`src/rtl/input_conditioner.sv`:
```
// input_conditioner: synchronises and debounces the board's slide switches and
// push-buttons for the game logic, and produces one-cycle press strobes for the
// jump and start buttons.
// Optional build macro: INPUT_COND_DIR_LOCKOUT_EN. When defined, left_switch and
// right_switch are both forced to 0 while both debounced switches read 1.
// Channel order everywhere: [0] left, [1] right, [2] jump_n, [3] start_n.
module input_conditioner #(
    parameter int DEBOUNCE_CYCLES = 250000,
    parameter int SYNC_STAGES     = 2
) (
    input  logic vga_clock,
    input  logic reset,
    input  logic raw_left_sw,
    input  logic raw_right_sw,
    input  logic raw_jump_n,
    input  logic raw_start_n,
    output logic left_switch,
    output logic right_switch,
    output logic jump_button,
    output logic start_button,
    output logic jump_pulse,
    output logic start_pulse
);

    localparam int CW = $clog2(DEBOUNCE_CYCLES);
    // The edge that leaves STABLE is itself the first stable cycle, so the count starts at 1.
    localparam logic [CW-1:0] CNT_FIRST = CW'(1);
    localparam logic [CW-1:0] CNT_LAST  = CW'(DEBOUNCE_CYCLES - 1);
    // Released level per channel: switches off (0), buttons not pressed (1).
    localparam logic [3:0] RELEASED = 4'b1100;

    typedef enum logic {
        ST_STABLE = 1'b0,
        ST_COUNT  = 1'b1
    } state_e;

    logic [3:0] raw_s;
    logic [3:0] lvl_d;

    assign raw_s = {raw_start_n, raw_jump_n, raw_right_sw, raw_left_sw};

    for (genvar g = 0; g < 4; g++) begin : g_chan
        logic [SYNC_STAGES-1:0] sync_q;
        logic                   s;
        state_e                 state_q;
        logic [CW-1:0]          cnt_q;
        logic                   lvl_q;
        logic                   accept;

        // Synchroniser chain; resets to the released level so reset never looks like a press.
        always_ff @(posedge vga_clock or posedge reset) begin
            if (reset) begin
                sync_q <= {SYNC_STAGES{RELEASED[g]}};
            end else begin
                sync_q <= {sync_q[SYNC_STAGES-2:0], raw_s[g]};
            end
        end

        assign s = sync_q[SYNC_STAGES-1];

        // Level accepted on this edge; the output stage uses it so that masking adds no latency.
        assign accept   = (state_q == ST_COUNT) && (s != lvl_q) && (cnt_q == CNT_LAST);
        assign lvl_d[g] = accept ? s : lvl_q;

        // Debounce FSM: accept a change only after DEBOUNCE_CYCLES consecutive differing samples.
        always_ff @(posedge vga_clock or posedge reset) begin
            if (reset) begin
                state_q <= ST_STABLE;
                cnt_q   <= '0;
                lvl_q   <= RELEASED[g];
            end else begin
                case (state_q)
                    ST_STABLE: begin
                        if (s != lvl_q) begin
                            state_q <= ST_COUNT;
                            cnt_q   <= CNT_FIRST;
                        end else begin
                            cnt_q   <= '0;
                        end
                    end
                    ST_COUNT: begin
                        if (s == lvl_q) begin
                            state_q <= ST_STABLE;
                            cnt_q   <= '0;
                        end else if (cnt_q == CNT_LAST) begin
                            lvl_q   <= s;
                            state_q <= ST_STABLE;
                            cnt_q   <= '0;
                        end else begin
                            cnt_q   <= cnt_q + CW'(1);
                        end
                    end
                    default: begin
                        state_q <= ST_STABLE;
                        cnt_q   <= '0;
                    end
                endcase
            end
        end
    end

    logic left_q;
    logic right_q;
    logic jump_q;
    logic start_q;
    logic jump_last_q;
    logic start_last_q;
    logic jump_pulse_q;
    logic start_pulse_q;

    // Output registers: clean levels, optional direction lockout, and press strobes one cycle after the fall.
    always_ff @(posedge vga_clock or posedge reset) begin
        if (reset) begin
            left_q        <= 1'b0;
            right_q       <= 1'b0;
            jump_q        <= 1'b1;
            start_q       <= 1'b1;
            jump_last_q   <= 1'b1;
            start_last_q  <= 1'b1;
            jump_pulse_q  <= 1'b0;
            start_pulse_q <= 1'b0;
        end else begin
`ifdef INPUT_COND_DIR_LOCKOUT_EN
            left_q        <= lvl_d[0] & ~lvl_d[1];
            right_q       <= lvl_d[1] & ~lvl_d[0];
`else
            left_q        <= lvl_d[0];
            right_q       <= lvl_d[1];
`endif
            jump_q        <= lvl_d[2];
            start_q       <= lvl_d[3];
            jump_last_q   <= jump_q;
            start_last_q  <= start_q;
            jump_pulse_q  <= jump_last_q & ~jump_q;
            start_pulse_q <= start_last_q & ~start_q;
        end
    end

    assign left_switch  = left_q;
    assign right_switch = right_q;
    assign jump_button  = jump_q;
    assign start_button = start_q;
    assign jump_pulse   = jump_pulse_q;
    assign start_pulse  = start_pulse_q;

endmodule

```
`config.mk`:
```
export PLATFORM = sky130hd
export DESIGN_NAME = input_conditioner
export DESIGN_NICKNAME = d
export VERILOG_FILES = /design/src/rtl/input_conditioner.sv
export SDC_FILE = /design/constraint.sdc
export NUM_CORES = 1
export LEC_CHECK = 0
export CAP_MARGIN = 20
export CORE_MARGIN = 2
export CORE_UTILIZATION = 40
export DETAILED_ROUTE_END_ITERATION = 8
export GPL_TIMING_DRIVEN = 0
export HOLD_SLACK_MARGIN = 0.02
export PLACE_DENSITY_LB_ADDON = 0.05
export SYNTH_ARGS = -nofsm -noshare
export SYNTH_HDL_FRONTEND = slang
export SYNTH_SLANG_ARGS = --single-unit
```
`constraint.sdc`:
```
create_clock -name vga_clock -period 3.9 [get_ports vga_clock]
set_clock_uncertainty 0.15 [all_clocks]
set_input_delay 0.78 -clock vga_clock [delete_from_list [all_inputs] [get_ports vga_clock]]
set_output_delay 0.78 -clock vga_clock [all_outputs]
set_load 0.1 [all_outputs]
```
# Word-level counts from Yosys, hierarchy flattened
# Cells that the tools add are included.
# W data, S select, Z words.
# totals
reg_bits,96
latchBits,0
ram_bits,0
rom_bits,0
input_bits,6
output_inout_bits,6
mem_count,0
# classes
addsub,4
n_mul,0
div,0
order_cmp,0
eq_ne,12
n_shift,0
mux,36
bitwise_logic,12
reduce_logical,12
# ops
cell,count
$mux W18,8
$pmux W18 S2,4
$add A18 B1 Y18 const B,4
$eq A18 B18 Y1 const B,4
$mux W1,20
$reduce_and A3 Y1,4
$not A1 Y1,10
$logic_and A1 B1 Y1,8
$pmux W1 S2,4
$eq A1 B1 Y1,4
$ne A1 B1 Y1,4
$and A1 B1 Y1,2

# Logic depth before layout (Yosys ltp)
# logic_depth
word_depth,4
depth_mapped,6
depth_no_buf,5

# Least setup slack after synthesis
# No wires, ideal clock.
# synth_timing
kind,register -> register
start,register g_chan[1].cnt_q[13]
end,register g_chan[1].lvl_q
arrival_time_ns,2.021
required_time_ns,3.618
slack_ns,1.597
path_stages_with_launch,5
synth_period_minus_slack_ns,2.303
path_cell_list,dfrtp_1 or4b_1 or4b_4 nor3_4 mux2_1
# synth_between
elab_chain_cells,2
# synth_lines
element,line,rtl
from (decl),46,logic [CW-1:0] cnt_q;
from (signal assigned),90,cnt_q <= cnt_q + CW'(1);
$eq A18 B18 Y1,85,end else if (cnt_q == CNT_LAST) begin
$reduce_and A3 Y1 (no source line),n/a,
to (signal assigned),70,lvl_q <= RELEASED[g];
to (signal assigned),86,lvl_q <= s;
to (decl),47,logic lvl_q;
# No other way between the ends.
# A chain may end at the register's enable or synchronous reset.

# Final worst setup path
# layout_timing
start,"register start_q, in the netlist start_button"
end,output start_button
# layout_rtl
element,line,rtl
from (decl),105,logic start_q;
from (signal assigned),131,start_q <= lvl_d[3];
to (decl),20,"output logic start_button,"
# No word-level cell between the ends.

==> flow_metrics.env <==
export IMPL_yosysWarningCount=0
export IMPL_dr_pass1_iters=4
export IMPL_fin_crit_sh_pct=76.5
export IMPL_fin_area_mm2=0.00488
export IMPL_min_period_ns=2.98
export IMPL_drv_slew=0
export IMPL_drt_total_wl_um=8100
export IMPL_worstSetupPathType="flip-flop to output pin"
export IMPL_clockBufferDepth=2
export IMPL_fp_dieH_um=108
export IMPL_path_buf_inv=1
export IMPL_p_sw_share_pct=22.1
export IMPL_core_mm2=0.0107
export IMPL_critPathCaptureType="output pin"
export IMPL_p_seq_share_pct=58.4
export IMPL_ios=12
export IMPL_placed_area_mm2=0.00468
export IMPL_p_leak_nw=1.83
export IMPL_final_cell_mix="dfrtp_1 (86), nor2_1 (80), xnor2_1 (54)"
export IMPL_remaining_drc_errors=0
export IMPL_grt_max_degree=58
export IMPL_power_per_cell_area_mw_per_mm2=357
export IMPL_nFillCells=1083
export IMPL_worstPathRequired_ns=2.97
export IMPL_cts_tree="done"
export IMPL_path_max_fanout=3
export IMPL_switchingPower_mw=0.385
export IMPL_final_common_cell="dfrtp_1"
export IMPL_drive_gt1_share_pct=7.78
export IMPL_ant_nets=0
export IMPL_p_int_mw=1.36
export IMPL_r2r_start="g_chan[1].cnt_q[10]$_DFF_PP0_"
export IMPL_clk_latency_ns=0.37
export IMPL_antenna_found_initial=0
export IMPL_syn_to_final_growth_pct=11.8
export IMPL_syn_num_nets=432
export IMPL_relSlewSlack_pct=34.4
export IMPL_holdCritStartpoint="g_chan[0].sync_q[0]$_DFF_PP0_"
export IMPL_min_to="g_chan[0].sync_q[1]$_DFF_PP0_"
export IMPL_placementRows=38
export IMPL_synth_cell_type_count=38
export IMPL_yosysTopAreaCell="dfrtp_1"
export IMPL_overflow=0
export IMPL_tightest_slew_ns=0.981
export IMPL_outcome="finished clean"
export IMPL_final_util_pct=45.4
export IMPL_crit_family="buffers and inverters"
export IMPL_ys_ff_latch=96
export IMPL_crit_path_start_kind="flip-flop"
export IMPL_grt_pass1_wl_um=14400
export IMPL_max_clock_freq_ghz=0.335
export IMPL_antenna_cells=0
export IMPL_start_util_pct=40.6
export IMPL_dp_hpwl_um=5390
export IMPL_r2r_cells=4
export IMPL_peakVddDrop_mv=0.239
export IMPL_clkSlewWorstSetupHoldPaths_ns=0.09
export IMPL_syn_avg_cell_area_um2=10.3
export IMPL_setup_violations=0
export IMPL_die_width_um=108
export IMPL_arrival_ns=2.05
export IMPL_clockPowerShare_pct=38.2
export IMPL_syn_inst=422
export IMPL_worst_path_stages=1
export IMPL_synth_top_area_share_pct=49.3
export IMPL_gp_congestion=0.760
export IMPL_slowest_delay_ns=1.13
export IMPL_max_cap_violations=0
export IMPL_postCtsHoldBufs=0
export IMPL_drtIter0Drc=158
export IMPL_synth_area_mm2=0.00436
export IMPL_cts_resized=0
export IMPL_power_mw=1.74
export IMPL_min_path_cells=0
export IMPL_num_vias=3039
export IMPL_numCtsBuffers=9
export IMPL_rr_endpoint="g_chan[1].lvl_q$_DFFE_PP0P_"
export IMPL_io_buffers=11
export IMPL_grt_pass1_vias=2989
export IMPL_hp_class="flip-flop to flip-flop"
export IMPL_synth_area_leaders="dfrtp_1 (49%), xnor2_1 (11%), nor2_1 (6.9%)"
export IMPL_htreeDepth=3
export IMPL_pwr_share_comb_pct=3.4
export IMPL_root_buffer="clkbuf_8"
export IMPL_slowest_stage="clkdlybuf4s50_1"
export IMPL_r2r_setup_slack_ns=1.45
export IMPL_worstPathCellList="clkdlybuf4s50_1"
export IMPL_via_per_inst=5.15
export IMPL_die_area_mm2=0.0118
export IMPL_final_hold_viol_count=0
export IMPL_wl_per_cell_um=13.7
export IMPL_rsz0062_at_grt="no"
export IMPL_post_cts_buffers=0
export IMPL_ys_seq_area_share_pct=55.3
export IMPL_nets=455
export IMPL_cts_num_sinks=96
export IMPL_grt_use_total_pct=15.7
[area by class of cell]
cell class,instances,area (um^2),area share [%]
tap,140,175,3.59
sequential,96,2410,49.5
timing repair buffer,12,138,2.82
buffer,6,31.3,0.641
clock inverter,3,40.0,0.821
clock buffer,13,159,3.26
inverter,15,58.8,1.21
multi-input combinational,305,1860,38.2
[power by group through the flow]
| stage | Clock [mW] | Combinational, mW | Sequential (mW) |
|---|---|---|---|
| after floorplan | 0 | 0.0396 | 1.03 |
| after global placement | 0 | 0.0582 | 1.04 |
| after detailed placement | 0 | 0.0621 | 1.04 |
| after CTS | 0.703 | 0.0622 | 1.02 |
| after global routing | 0.742 | 0.0695 | 1.02 |
| final | 0.666 | 0.0595 | 1.02 |
[stage by stage]
step / TNS [ns] / setup WS (ns) / hold slack, ns / std cells
2_1_floorplan: 0 / 0.481 / 0.181 / 422
3_3_place_gp: -99.44 / -1.14 / 0.182 / 573
3_5_place_dp: 0 / 1.31 / 0.186 / 574
4_1_cts: 0 / 0.880 / 0.206 / 590
5_1_grt: 0 / 0.846 / 0.211 / 590
6_report: 0 / 0.917 / 0.199 / 590
[routing by layer]
| layer | vias up | share of wire [%] | GRT usage, % |
|---|---|---|---|
| met3 | 11 | 3.4 | 3.74 |
| met4 | 0 | 1.8 | 7.69 |
| met5 | - | 0 | 0 |
| met2 | 43 | 44 | 23.1 |
| li1 | 1513 | - | - |
| met1 | 1472 | 51 | 21.8 |
[logic make-up after synthesis]
| kind of cell | after synthesis | share of synthesized area [%] |
|---|---|---|
| flops | 96 | 55.3 |
| compound gates | 20 | 3.15 |
| mux | 5 | 1.26 |
| fa+ha+maj | 4 | 1.15 |
| buf+inv | 21 | 2.01 |
| simple gates | 214 | 24.7 |
| xor+xnor | 62 | 12.4 |
[registers in the layout, indices dropped and copies added (netlist names)]
register	count
g_chan.cnt_q	72
start_pulse	1
g_chan.sync_q	8
g_chan.lvl_q	4
jump_pulse	1
jump_button	1
start_button	1
g_chan.state_q	4
right_switch	1
left_switch	1
jump_last_q	1
start_last_q	1
[Yosys cell counts, drive strengths merged]
cell type	count
nand3	25
ha	4
dfrtp	86
a211o	1
or3	2
nor4b	1
or4	6
clkbuf	4
a211oi	4
and3	6
and4	2
or4b	2
a31oi	1
nand4b	2
mux2	4
or2	1
nor4	22
mux2i	1
nor2b	5
xnor2	54
a21oi	5
nor2	80
nor3	19
xor2	8
o31ai	3
nand2	20
buf	2
inv	15
nand4	21
o21ai	5
a2111oi	1
dfstp	10
[worst max path at each step]
stage,end,slack [ns],startpoint
floorplan,g_chan[0].cnt_q[0]$_DFF_PP0_,0.48,reset
global placement,g_chan[0].cnt_q[5]$_DFF_PP0_,-1.14,reset
detailed placement,jump_button,1.31,jump_button$_DFF_PP1_
CTS,start_button,0.88,start_button$_DFF_PP1_
global route,start_button,0.85,start_button$_DFF_PP1_
finish,start_button,0.92,start_button$_DFF_PP1_
(Power assumes the default switching activity.)
